===== src/rtl/text_line_gen.sv =====
// text_line_gen: one writable line of NCHARS 8x16 glyphs placed at (X0, Y0).
// The pixel position is turned into a font ROM address (stage A). The box
// flag and glyph column are delayed to line up with the ROM data. Stage B then
// selects the lit bit and applies optional frame-counted blinking.
// Latency from pixel to text_on is ROM_LAT+2 clocks, one pixel per clock.
// The character write port is a plain strobe with no back-pressure:
// wr_en=1 at a rising edge stores wr_char into slot wr_idx, and any slot
// index >= NCHARS is silently dropped.
module text_line_gen #(
  parameter int NCHARS       = 8,
  parameter int X0           = 0,
  parameter int Y0           = 0,
  parameter int ROM_LAT      = 1,
  parameter int BLINK_FRAMES = 30,
  localparam int IW          = (NCHARS > 1) ? $clog2(NCHARS) : 1
) (
  input  logic          clk,
  input  logic          reset,
  input  logic [9:0]    pixel_x,
  input  logic [9:0]    pixel_y,
  input  logic          video_on,
  input  logic          frame_tick,
  input  logic          wr_en,
  input  logic [IW-1:0] wr_idx,
  input  logic [6:0]    wr_char,
  input  logic          blink_en,
  output logic [10:0]   rom_addr,
  input  logic [7:0]    font_word,
  output logic          text_on
);

  localparam int CW = (BLINK_FRAMES > 1) ? $clog2(BLINK_FRAMES) : 1;

  // Offsets are taken in 12 bits: a pixel left of / above the box wraps to a
  // large value, so one unsigned "< span" test covers both box edges.
  logic [11:0]   dx;
  logic [11:0]   dy;
  logic          in_box;
  logic [IW-1:0] idx;
  logic [2:0]    col;
  logic [3:0]    row;
  logic [6:0]    rd_char;

  logic [6:0]    char_buf [NCHARS];
  logic          flag_a;
  logic [2:0]    col_a;
  logic          flag_d [ROM_LAT];
  logic [2:0]    col_d  [ROM_LAT];
  logic [CW-1:0] frame_cnt;
  logic          blink_off;

  assign dx     = {2'b00, pixel_x} - 12'(X0);
  assign dy     = {2'b00, pixel_y} - 12'(Y0);
  assign in_box = video_on && (dx < 12'(8 * NCHARS)) && (dy < 12'd16);
  assign idx    = dx[IW+2:3];
  assign col    = dx[2:0];
  assign row    = dy[3:0];

  // Character lookup for the current slot; outside the box the result is unused.
  always_comb begin
    rd_char = 7'h00;
    for (int i = 0; i < NCHARS; i++) begin
      if (idx == IW'(i)) rd_char = char_buf[i];
    end
  end

  // Character buffer: the stage-A read in the same cycle still sees the old code.
  always_ff @(posedge clk) begin
    if (!reset) begin
      for (int i = 0; i < NCHARS; i++) char_buf[i] <= 7'h00;
    end else if (wr_en) begin
      for (int i = 0; i < NCHARS; i++) begin
        if (wr_idx == IW'(i)) char_buf[i] <= wr_char;
      end
    end
  end

  // Stage A: register ROM address plus the box flag and glyph column.
  always_ff @(posedge clk) begin
    if (!reset) begin
      rom_addr <= 11'h000;
      flag_a   <= 1'b0;
      col_a    <= 3'd0;
    end else begin
      rom_addr <= in_box ? {rd_char, row} : {7'h00, pixel_y[3:0]};
      flag_a   <= in_box;
      col_a    <= col;
    end
  end

  // Delay flag and column by the ROM latency so they meet font_word.
  always_ff @(posedge clk) begin
    if (!reset) begin
      for (int i = 0; i < ROM_LAT; i++) begin
        flag_d[i] <= 1'b0;
        col_d[i]  <= 3'd0;
      end
    end else begin
      flag_d[0] <= flag_a;
      col_d[0]  <= col_a;
      for (int i = 1; i < ROM_LAT; i++) begin
        flag_d[i] <= flag_d[i-1];
        col_d[i]  <= col_d[i-1];
      end
    end
  end

  // Frame counter and blink phase; runs whether or not blinking is enabled.
  always_ff @(posedge clk) begin
    if (!reset) begin
      frame_cnt <= '0;
      blink_off <= 1'b0;
    end else if (frame_tick) begin
      if (frame_cnt == CW'(BLINK_FRAMES - 1)) begin
        frame_cnt <= '0;
        blink_off <= ~blink_off;
      end else begin
        frame_cnt <= frame_cnt + CW'(1);
      end
    end
  end

  // Stage B: pick the glyph bit (bit 7 is leftmost) and apply blink gating.
  always_ff @(posedge clk) begin
    if (!reset) begin
      text_on <= 1'b0;
    end else begin
      text_on <= flag_d[ROM_LAT-1] & font_word[3'd7 - col_d[ROM_LAT-1]]
                 & ~(blink_en & blink_off);
    end
  end

endmodule

===== config.mk =====
export PLATFORM = sky130hd
export DESIGN_NAME = text_line_gen
export DESIGN_NICKNAME = d
export VERILOG_FILES = /design/src/rtl/text_line_gen.sv
export SDC_FILE = /design/constraint.sdc
export NUM_CORES = 1
export LEC_CHECK = 0
export BUFFER_PORTS_ARGS = -buffer_cell sky130_fd_sc_hd__buf_4
export CAP_MARGIN = 20
export CORE_UTILIZATION = 34
export CTS_BUF_LIST = sky130_fd_sc_hd__clkbuf_16
export CTS_CLUSTER_DIAMETER = 200
export DETAILED_ROUTE_END_ITERATION = 12
export SYNTH_ARGS = -nofsm -noshare
export SYNTH_HDL_FRONTEND = slang
export SYNTH_SLANG_ARGS = --single-unit

===== constraint.sdc =====
create_clock -name clk -period 2.1 [get_ports clk]
set_input_delay 0.105 -clock clk [delete_from_list [all_inputs] [get_ports clk]]
set_output_delay 0.105 -clock clk [all_outputs]
set_load 0.01 [all_outputs]

### Yosys cells after proc, flatten, opt, wreduce, memory -nomap -nowiden

Memory sizes are Yosys's and may differ from the RTL's.
Cells that the tools add are included.
Widths: inputs -> output; s select.

| operators by class | value |
|---|---|
| $add $sub $neg | 2 |
| $lt $le $gt $ge | 3 |
| equality and inequality tests | 15 |
| mux-type cells | 57 |
| bitwise gates (word level) | 13 |
| reductions and logical operators | 8 |

Operator list:

| cell | number |
|---|---|
| $mux 7 | 16 |
| $mux 1 | 38 |
| $eq 3x3->1 const B | 8 |
| $eq 3x2->1 const B | 4 |
| $lt 10x5->1 const B | 1 |
| $lt 10x7->1 const B | 1 |
| $or 1x1->1 | 8 |
| $eq 3x1->1 const B | 2 |
| $logic_not 3->1 | 2 |
| $add 5x1->5 const B | 1 |
| $eq 5x5->1 const B | 1 |
| $mux 5 | 1 |
| $lt 3x4->1 const B | 1 |
| $reduce_and 2->1 | 2 |
| $and 1x1->1 | 3 |
| $bmux 1 s3 | 1 |
| $mux 3 | 1 |
| $reduce_or 3->1 | 1 |
| $sub 3x3->3 const A | 1 |
| $logic_and 1x1->1 | 2 |
| $not 1->1 | 2 |
| $reduce_or 1->1 | 1 |

| storage, ports and cells | value |
|---|---|
| bits in registers | 22 |
| RAM bits | 60 |
| input bits | 44 |
| output and inout bits | 12 |
| word-level logic and storage cells | 108 |
| memories | 3 |

Memories:

| name | words | width | rd ports | clocked after memory_dff | write ports | RTL line | text |
|---|---|---|---|---|---|---|---|
| char_buf | 8 | 7 | 8 | 0 | 8 | 44 | `logic [6:0] char_buf [NCHARS];` |
| col_d | 1 | 3 | 1 | 0 | 1 | 48 | `logic [2:0] col_d [ROM_LAT];` |
| flag_d | 1 | 1 | 1 | 0 | 1 | 47 | `logic flag_d [ROM_LAT];` |

### Logic depth before layout (Yosys ltp)

Gate-level depths: netlist of run 1.

| logic depth | value |
|---|---|
| depth in word-level cells | 9 |
| mapped depth | 6 |
| mapped depth without buffers | 6 |

### Worst setup path before layout of run 1

Ideal clock, no wire load.

| path | value |
|---|---|
| path kind | reg-to-reg |
| start point | register frame_cnt[1] |
| end point | register frame_cnt[1] |
| setup time | 0.086 ns |
| arrival | 1.122 ns |
| data required time | 2.014 ns |
| setup slack | 0.893 ns |
| cell stages (with the launch flop) | 7 |
| path buffers | 0 |
| clock period less this slack | 1.207 ns |
| cells stage by stage | dfxtp_1 > inv_1 > ha_1 > and3_1 > nand3_1 > nand2_1 > a211oi_1 |

| between the ends | value |
|---|---|
| word-level cells in the longest chain between the ends | 2 |
| elaborated cells on any way between the ends | 3 |
| classes of those cells | add/sub (1); eq/ne (1); mux (1) |

Ends and longest elaborated chain:

| what | RTL line | text |
|---|---|---|
| from (decl) | 49 | `logic [CW-1:0] frame_cnt;` |
| from (signal assigned) | 118 | `frame_cnt <= frame_cnt + CW'(1);` |
| $add 5x1->5 / $eq 5x5->1 (equally long branches) | 118, 114 |  |
| $mux 5 (*) | 114 | `if (frame_cnt == CW'(BLINK_FRAMES - 1)) begin` |

Every way passes the cells marked *; elsewhere a longest branch is shown, timed or not.
A chain may end at the register's enable or synchronous reset.

### Final worst setup path of run 1

Same ends and word-level chain as after synthesis.

==> results of run 1 <==
==> cell usage after synthesis <==
master    number
a211oi_1       2
a311oi_2       1
a32o_1         1
a32oi_1        1
and2_1        12
and2_2         1
and3_1         1
buf_6          2
buf_8          1
clkbuf_1       4
clkbuf_8       2
dfxtp_1       26
edfxtp_1      56
ha_1           2
inv_1         10
mux2i_1        7
mux4_1         7
mux4_2         6
nand2_1       22
nand3_1        6
nand3b_1       1
nand4_1        3
nand4b_1       2
nor2_1        55
nor2_4         1
nor2b_1        2
nor3_1         2
nor3b_1        1
nor4_1         2
o211ai_1       2
o21ai_0        4
or3b_1         1
xnor2_1        2
xor2_1         3
==> area by class of cell <==
| type | count | area, sq um | share of cell area |
|---|---|---|---|
| Timing Repair Buffer | 66 | 518.0 | 0.1215 |
| Clock buffer | 9 | 225.2 | 0.05283 |
| Sequential cell | 82 | 2202 | 0.5166 |
| Clock inverter | 7 | 57.56 | 0.01350 |
| Multi-Input combinational cell | 150 | 1056 | 0.2477 |
| Inverter | 10 | 37.54 | 0.008805 |
| Tap cell | 133 | 166.4 | 0.03904 |
==> through the flow <==
stage	power [mW]	hold slack [ns]	setup slack, ns	util	area [sq um]
floorplan	2.041	0.2026	0.8929	-	3376
global placement	2.158	0.2905	0.5480	0.4017	3890
detailed placement	2.166	0.2963	0.5457	0.4017	3890
CTS	3.644	0.1771	0.7536	0.4402	4263
global route	3.738	0.1999	0.6459	0.4402	4263
finish	3.620	0.1737	0.7786	0.4402	4263
==> worst min-delay path, delay by kind of cell <==
kind / cells / cell delay (ns)
buf+inv: 1 / 0.21
simple gates: 1 / 0.10
compound gates: 1 / 0.05
==> final timing paths <==
path	cells after the start	startpoint	endpoint	slack (ns)
max	6	frame_cnt[1]	frame_cnt[1]	0.78
min reg2reg	1	col_a[0]	col_d[0][0]	0.43
max reg2reg	6	frame_cnt[1]	frame_cnt[1]	0.78
min	3	reset	text_on	0.17
==> cells by family after synthesis <==
kind of cell	synth area share
AOI/OAI and AO/OA	0.02483
buffers and inverters	0.03484
and+or+nand+nor	0.1523
adders and majority gates	0.007412
xor gates and xnor gates	0.01297
DFF	0.6523
muxes	0.1153
==> registers in the layout, indices dropped and copies added (netlist names) <==
name / count
text_on: 1
char_buf: 56
frame_cnt: 5
flag_a: 1
rom_addr: 11
col_a: 3
flag_d: 1
blink_off: 1
col_d: 3
==> layer usage <==
layer | wire, microns | up-vias | part of all wire
met2 | 3424 | 68 | 0.49
met3 | 389 | 13 | 0.056
met5 | 0 | - | 0
li1 | - | 1037 | -
met1 | 2932 | 1064 | 0.42
met4 | 183 | 0 | 0.026
==> power breakdown <==
| part | internal [mW] | switching, mW | leakage [nW] |
|---|---|---|---|
| logic | 0.146 | 0.140 | 0.780 |
| registers | 1.82 | 0.0320 | 0.755 |
| clock network | 0.821 | 0.659 | 0.142 |
| total | 2.79 | 0.831 | 1.68 |
==> summary.md, run 1 <==
| Metric | Value |
|---|---|
| Fin nets | `365` |
| Antenna violations before repair | `0` |
| First DRT Iteration DRCs | `135` |
| Fmax | `0.7568 GHz` |
| RSZ-0062 raised after global routing | `false` |
| Cell Count, Final, Fillers Out | `457` |
| Fin. Hold Viols | `0` |
| Drt first pass iters | `4` |
| Skew-Pair Late Insertion Delay | `0.34 ns` |
| Setup TNS | `0 ns` |
| Outcome | `finished clean` |
| Tcrit/Tclk final | `0.6292` |
| CTS root buffer | `clkbuf_16` |
| Core box area | `0.009684 sq mm` |
| GP Congestion | `0.8373` |
| Worst path top cell family by delay | `simple AND/OR/NAND/NOR gates` |
| Vias | `2182` |
| Setup crit end kind | `flip-flop` |
| Synth warn | `0` |
| WL per Instance | `15.16 microns` |
| CTS tree | `yes` |
| Cell Chain, Critical Path | `inv_1, ha_1, and3_1, nand3_1, nand2_1, a211oi_1` |
| CP max stage cell | `dfxtp_1` |
| Setup CP Type | `reg -> reg` |
| Synth Instances | `251` |
| GRT met3 Usage | `0.02692` |
| Net Count, Synth | `297` |
| # port buffers | `55` |
| GRT Residual Overflow | `0` |
| H-Tree Depth | `3` |
| Max-slew violation total from the final report | `0` |
| Commonest non-fill, non-tap cells in the layout | `buf_4, edfxtp_1, nor2_1` |
| Clk sinks | `82` |
| Cts hold-fix bufs | `9` |
| Post-DP HPWL | `4854 microns` |
| Max Fanout on Critical Path | `5` |
| Site Rows | `36` |
| Chip width | `101.6 microns` |
| Top cell type's share of synthesized area | `0.4981` |
| Max Root-Sink Buffers | `2` |
| GRT Util Overall | `0.1492` |
| WP data required | `2.36 ns` |
| Number of global-route vias before repair | `2160` |
| Yosys reg bits | `82` |
| Number of remaining DRC errors | `0` |
| Class of the worst hold path | `in -> reg` |
| GRT met2 Usage | `0.2417` |
| Met1 usage | `0.1867` |
| Die Span Y | `101.6 microns` |
| Final WL | `6929 microns` |
| Setup violations, final | `0` |
| Slew margin rel. | `0.6799` |
| Gr busiest metal | `met2` |
| Leakage power | `1.676 nW` |
| Initial Utilization | `0.3486` |
| Layout area overhead | `26.28%` |
| Final worst path period need | `1.321 ns` |
| CTS resizes | `0` |
| Final setup skew | `0.006962 ns` |
| Synthesized area per cell | `13.45 sq um` |
| Antenna-violating nets left | `0` |
| VDD IR max | `0.3849 mV` |
| Diodes inserted | `0` |
| Cts bufs inserted | `9` |
| Pwr Density | `849.1 mW/mm^2` |
| Synth area leaders | `edfxtp_1, dfxtp_1, nor2_1, mux4_1, mux4_2` |
| Share of cells above drive strength 1 | `0.2531` |
| Top cell type by total area after synthesis | `edfxtp_1` |
| Detail-routed via count per cell | `4.775` |
| Post-synthesis sequential area ratio | `0.6523` |
| Netlist cell types | `34` |
| Reg clk slew, reported paths | `0.07 ns` |
| CP arrival | `1.58 ns` |
| Dpl cells | `432` |
| Wire length of the first global-routing pass | `11050 microns` |
| Worst-Margin Slew | `0.4789 ns` |
| IO Count | `56` |
| Slowest stage delay, CP | `0.37 ns` |
| Critical Path Start Type | `flip-flop` |
| Commonest non-fill, non-tap cell in the layout | `buf_4` |
| Buffer count from post-CTS setup fixing | `0` |
| Die ar. | `0.01033 sq mm` |
| Largest net degree at the start of global routing | `31` |
| Synth Cell Area | `0.003376 sq mm` |
| Max_cap viols | `0` |
| Fill count | `862` |
| Count of buffer and inverter cells on the critical path | `1` |
Note: power is estimated with default switching activity, not from simulation.
==> inputs of run 2 (changes only) <==
==> constraint.sdc (replaced) <==
create_clock -name clk -period 1.3 [get_ports clk]
set_input_delay 0.065 -clock clk [delete_from_list [all_inputs] [get_ports clk]]
set_output_delay 0.065 -clock clk [all_outputs]
set_load 0.01 [all_outputs]
==> summary.md, run 2 (synthesis results as in run 1) <==
| Metric | Value |
|---|---|
| Reg with most FFs | `char_buf` |
| Site Rows | `36 (unchanged)` |
| CTS tree | `yes` |
| Met1 usage | `0.1901 (+0.003393)` |
| Worst-Margin Slew | `0.3281 ns (-0.1508 ns)` |
| Register area | `0.002203 sq mm (about the same)` |
| Largest net degree at the start of global routing | `20 (-35%)` |
| Fin. Hold Viols | `0 (unchanged)` |
| Setup crit end kind | `flip-flop` |
| Core box area | `0.009684 sq mm (unchanged)` |
| Multi-input logic area | `0.001069 sq mm (+1.2%)` |
| GRT Util Overall | `0.1556 (+0.006437)` |
| Clk sinks | `82 (unchanged)` |
| Slew margin rel. | `0.7807 (+0.1008)` |
| Max Fanout on Critical Path | `1 (-4)` |
| GP Congestion | `0.7339 (-12%)` |
| GRT met2 Usage | `0.2609 (+0.01923)` |
| Antenna violations before repair | `0 (unchanged)` |
| Layout area overhead | `34.58%` |
| Initial Utilization | `0.3486 (unchanged)` |
| GRT met3 Usage | `0.03382 (+0.006901)` |
| Biggest regs | `char_buf x56, rom_addr x11, frame_cnt x5` |
| Drt first pass iters | `5 (+1)` |
| Pwr Density | `1370 mW/mm^2 (+61%)` |
| Total power | `6.222 mW (+72%)` |
| Detail-routed via count per cell | `4.550 (-4.7%)` |
| WL per Instance | `15.04 microns (-0.80%)` |
| Chip width | `101.6 microns (unchanged)` |
| Leakage power | `1.814 nW (+8.2%)` |
| Fmax | `0.8291 GHz (+9.6%)` |
| Final WL | `7159 microns (+3.3%)` |
| Cell Count, Final, Fillers Out | `476 (+4.2%)` |
| Outcome | `finished clean` |
| Antenna-violating nets left | `0 (unchanged)` |
| Gr busiest metal | `met2` |
| Class of the worst hold path | `in -> reg` |
| Post-DP HPWL | `4867 microns (+0.27%)` |
| Setup TNS | `0 ns (unchanged)` |
| CTS root buffer | `clkbuf_16` |
| Number of remaining DRC errors | `0 (unchanged)` |
| RSZ-0062 raised after global routing | `false` |
| Share of cells above drive strength 1 | `0.3032 (+0.05012)` |
| H-Tree Depth | `3 (unchanged)` |
| GRT Residual Overflow | `0 (unchanged)` |
| # port buffers | `55 (unchanged)` |
| Tcrit/Tclk final | `0.9278 (+0.2985)` |
| Fin nets | `384 (+5.2%)` |
| Vias | `2166 (-0.73%)` |
| Critical Path Start Type | `flip-flop` |
| Max-slew violation total from the final report | `0 (unchanged)` |
| First DRT Iteration DRCs | `74 (-45%)` |
| Commonest non-fill, non-tap cells in the layout | `buf_4, edfxtp_1, nor2_1` |
| Pre-CTS setup slack | `0.005891 ns (-0.5398 ns)` |
| Minimum hold slack | `0.1626 ns (-0.01109 ns)` |
| Max_cap viols | `0 (unchanged)` |
| Skew-Pair Late Insertion Delay | `0.34 ns (about the same)` |
| VDD IR max | `0.5740 mV (+49%)` |
| Commonest non-fill, non-tap cell in the layout | `buf_4` |
| WP data required | `1.53 ns (-0.83 ns)` |
| Reg clk slew, reported paths | `0.06 ns (about the same)` |
| Buffer count from post-CTS setup fixing | `0 (unchanged)` |
| Final worst slack | `0.09389 ns (-0.6847 ns)` |
| Cts bufs inserted | `9 (unchanged)` |
| Die ar. | `0.01033 sq mm (unchanged)` |
| Wire length of the first global-routing pass | `11450 microns (+3.6%)` |
| Fill count | `867 (+0.58%)` |
| Die Span Y | `101.6 microns (unchanged)` |
| Setup violations, final | `0 (unchanged)` |
| CP arrival | `1.43 ns (-0.15 ns)` |
| Max Root-Sink Buffers | `2 (unchanged)` |
| Dpl cells | `451 (+4.4%)` |
| Number of global-route vias before repair | `2290 (+6.0%)` |
| Reg2reg setup slack | `0.09 ns (-0.68 ns)` |
| Final worst path period need | `1.206 ns (-0.1153 ns)` |
| IO Count | `56 (unchanged)` |
| Final setup skew | `0.006871 ns (-0.00009040 ns)` |
| Max reg flops | `56 (unchanged)` |
| Diodes inserted | `0 (unchanged)` |
| Setup CP Type | `reg -> reg` |
-- run 2: area by class of cell --
cell class | count | area share
timing repair buffer | 85 | 0.1647
multi-input combinational | 150 | 0.2352
sequential | 82 | 0.4850
inverter | 10 | 0.008262
tap | 133 | 0.03663
clock buffer | 9 | 0.04957
clock inverter | 7 | 0.02066
-- run 2: report_power, final --
part / leakage (nW) / switching [mW] / internal (mW) / total [mW]
Sequential: 0.755 / 0.0418 / 2.94 / 2.98
Combinational: 0.902 / 0.251 / 0.305 / 0.557
Clock: 0.157 / 1.00 / 1.68 / 2.68
-- run 2: worst paths after layout --
check / from / to / cells past startpoint
hold / removal: pixel_x[5] / rom_addr[7] / 3
setup / recovery: char_buf[0][13] / rom_addr[10] / 3
hold reg to reg: col_a[0] / col_d[0][0] / 1
setup reg to reg: char_buf[0][13] / rom_addr[10] / 3
-- run 2: timing repair --
action | CTS | global route
endpoints found under the setup margin | 1 | 5
hold buffers | 9 | 0
resized for setup | 1 | 3
gates cloned | 0 | 0
pin swaps | 0 | 2
endpoints found under the hold margin | 9 | 0
-- run 2: per-stage QoR --
step / util / instance area (sq um)
2_1_floorplan: - / 3376
3_3_place_gp: 0.4255 / 4120
3_5_place_dp: 0.4255 / 4120
4_1_cts: 0.4682 / 4534
5_1_grt: 0.4691 / 4543
6_report: 0.4691 / 4543
-- run 2: routing by layer --
metal  share of wire  up-vias  wire [microns]
li1                -     1078               -
met1            0.43     1033            3089
met2            0.50       43            3610
met3           0.043       12             309
met4           0.021        0             150
met5               0        -               0
-- run 2: critical path, cell delays in order (launching register included) --
cell and delay (ns):
edfxtp_1 0.36, mux4_1 0.52, mux2i_1 0.15, nor2_1 0.06
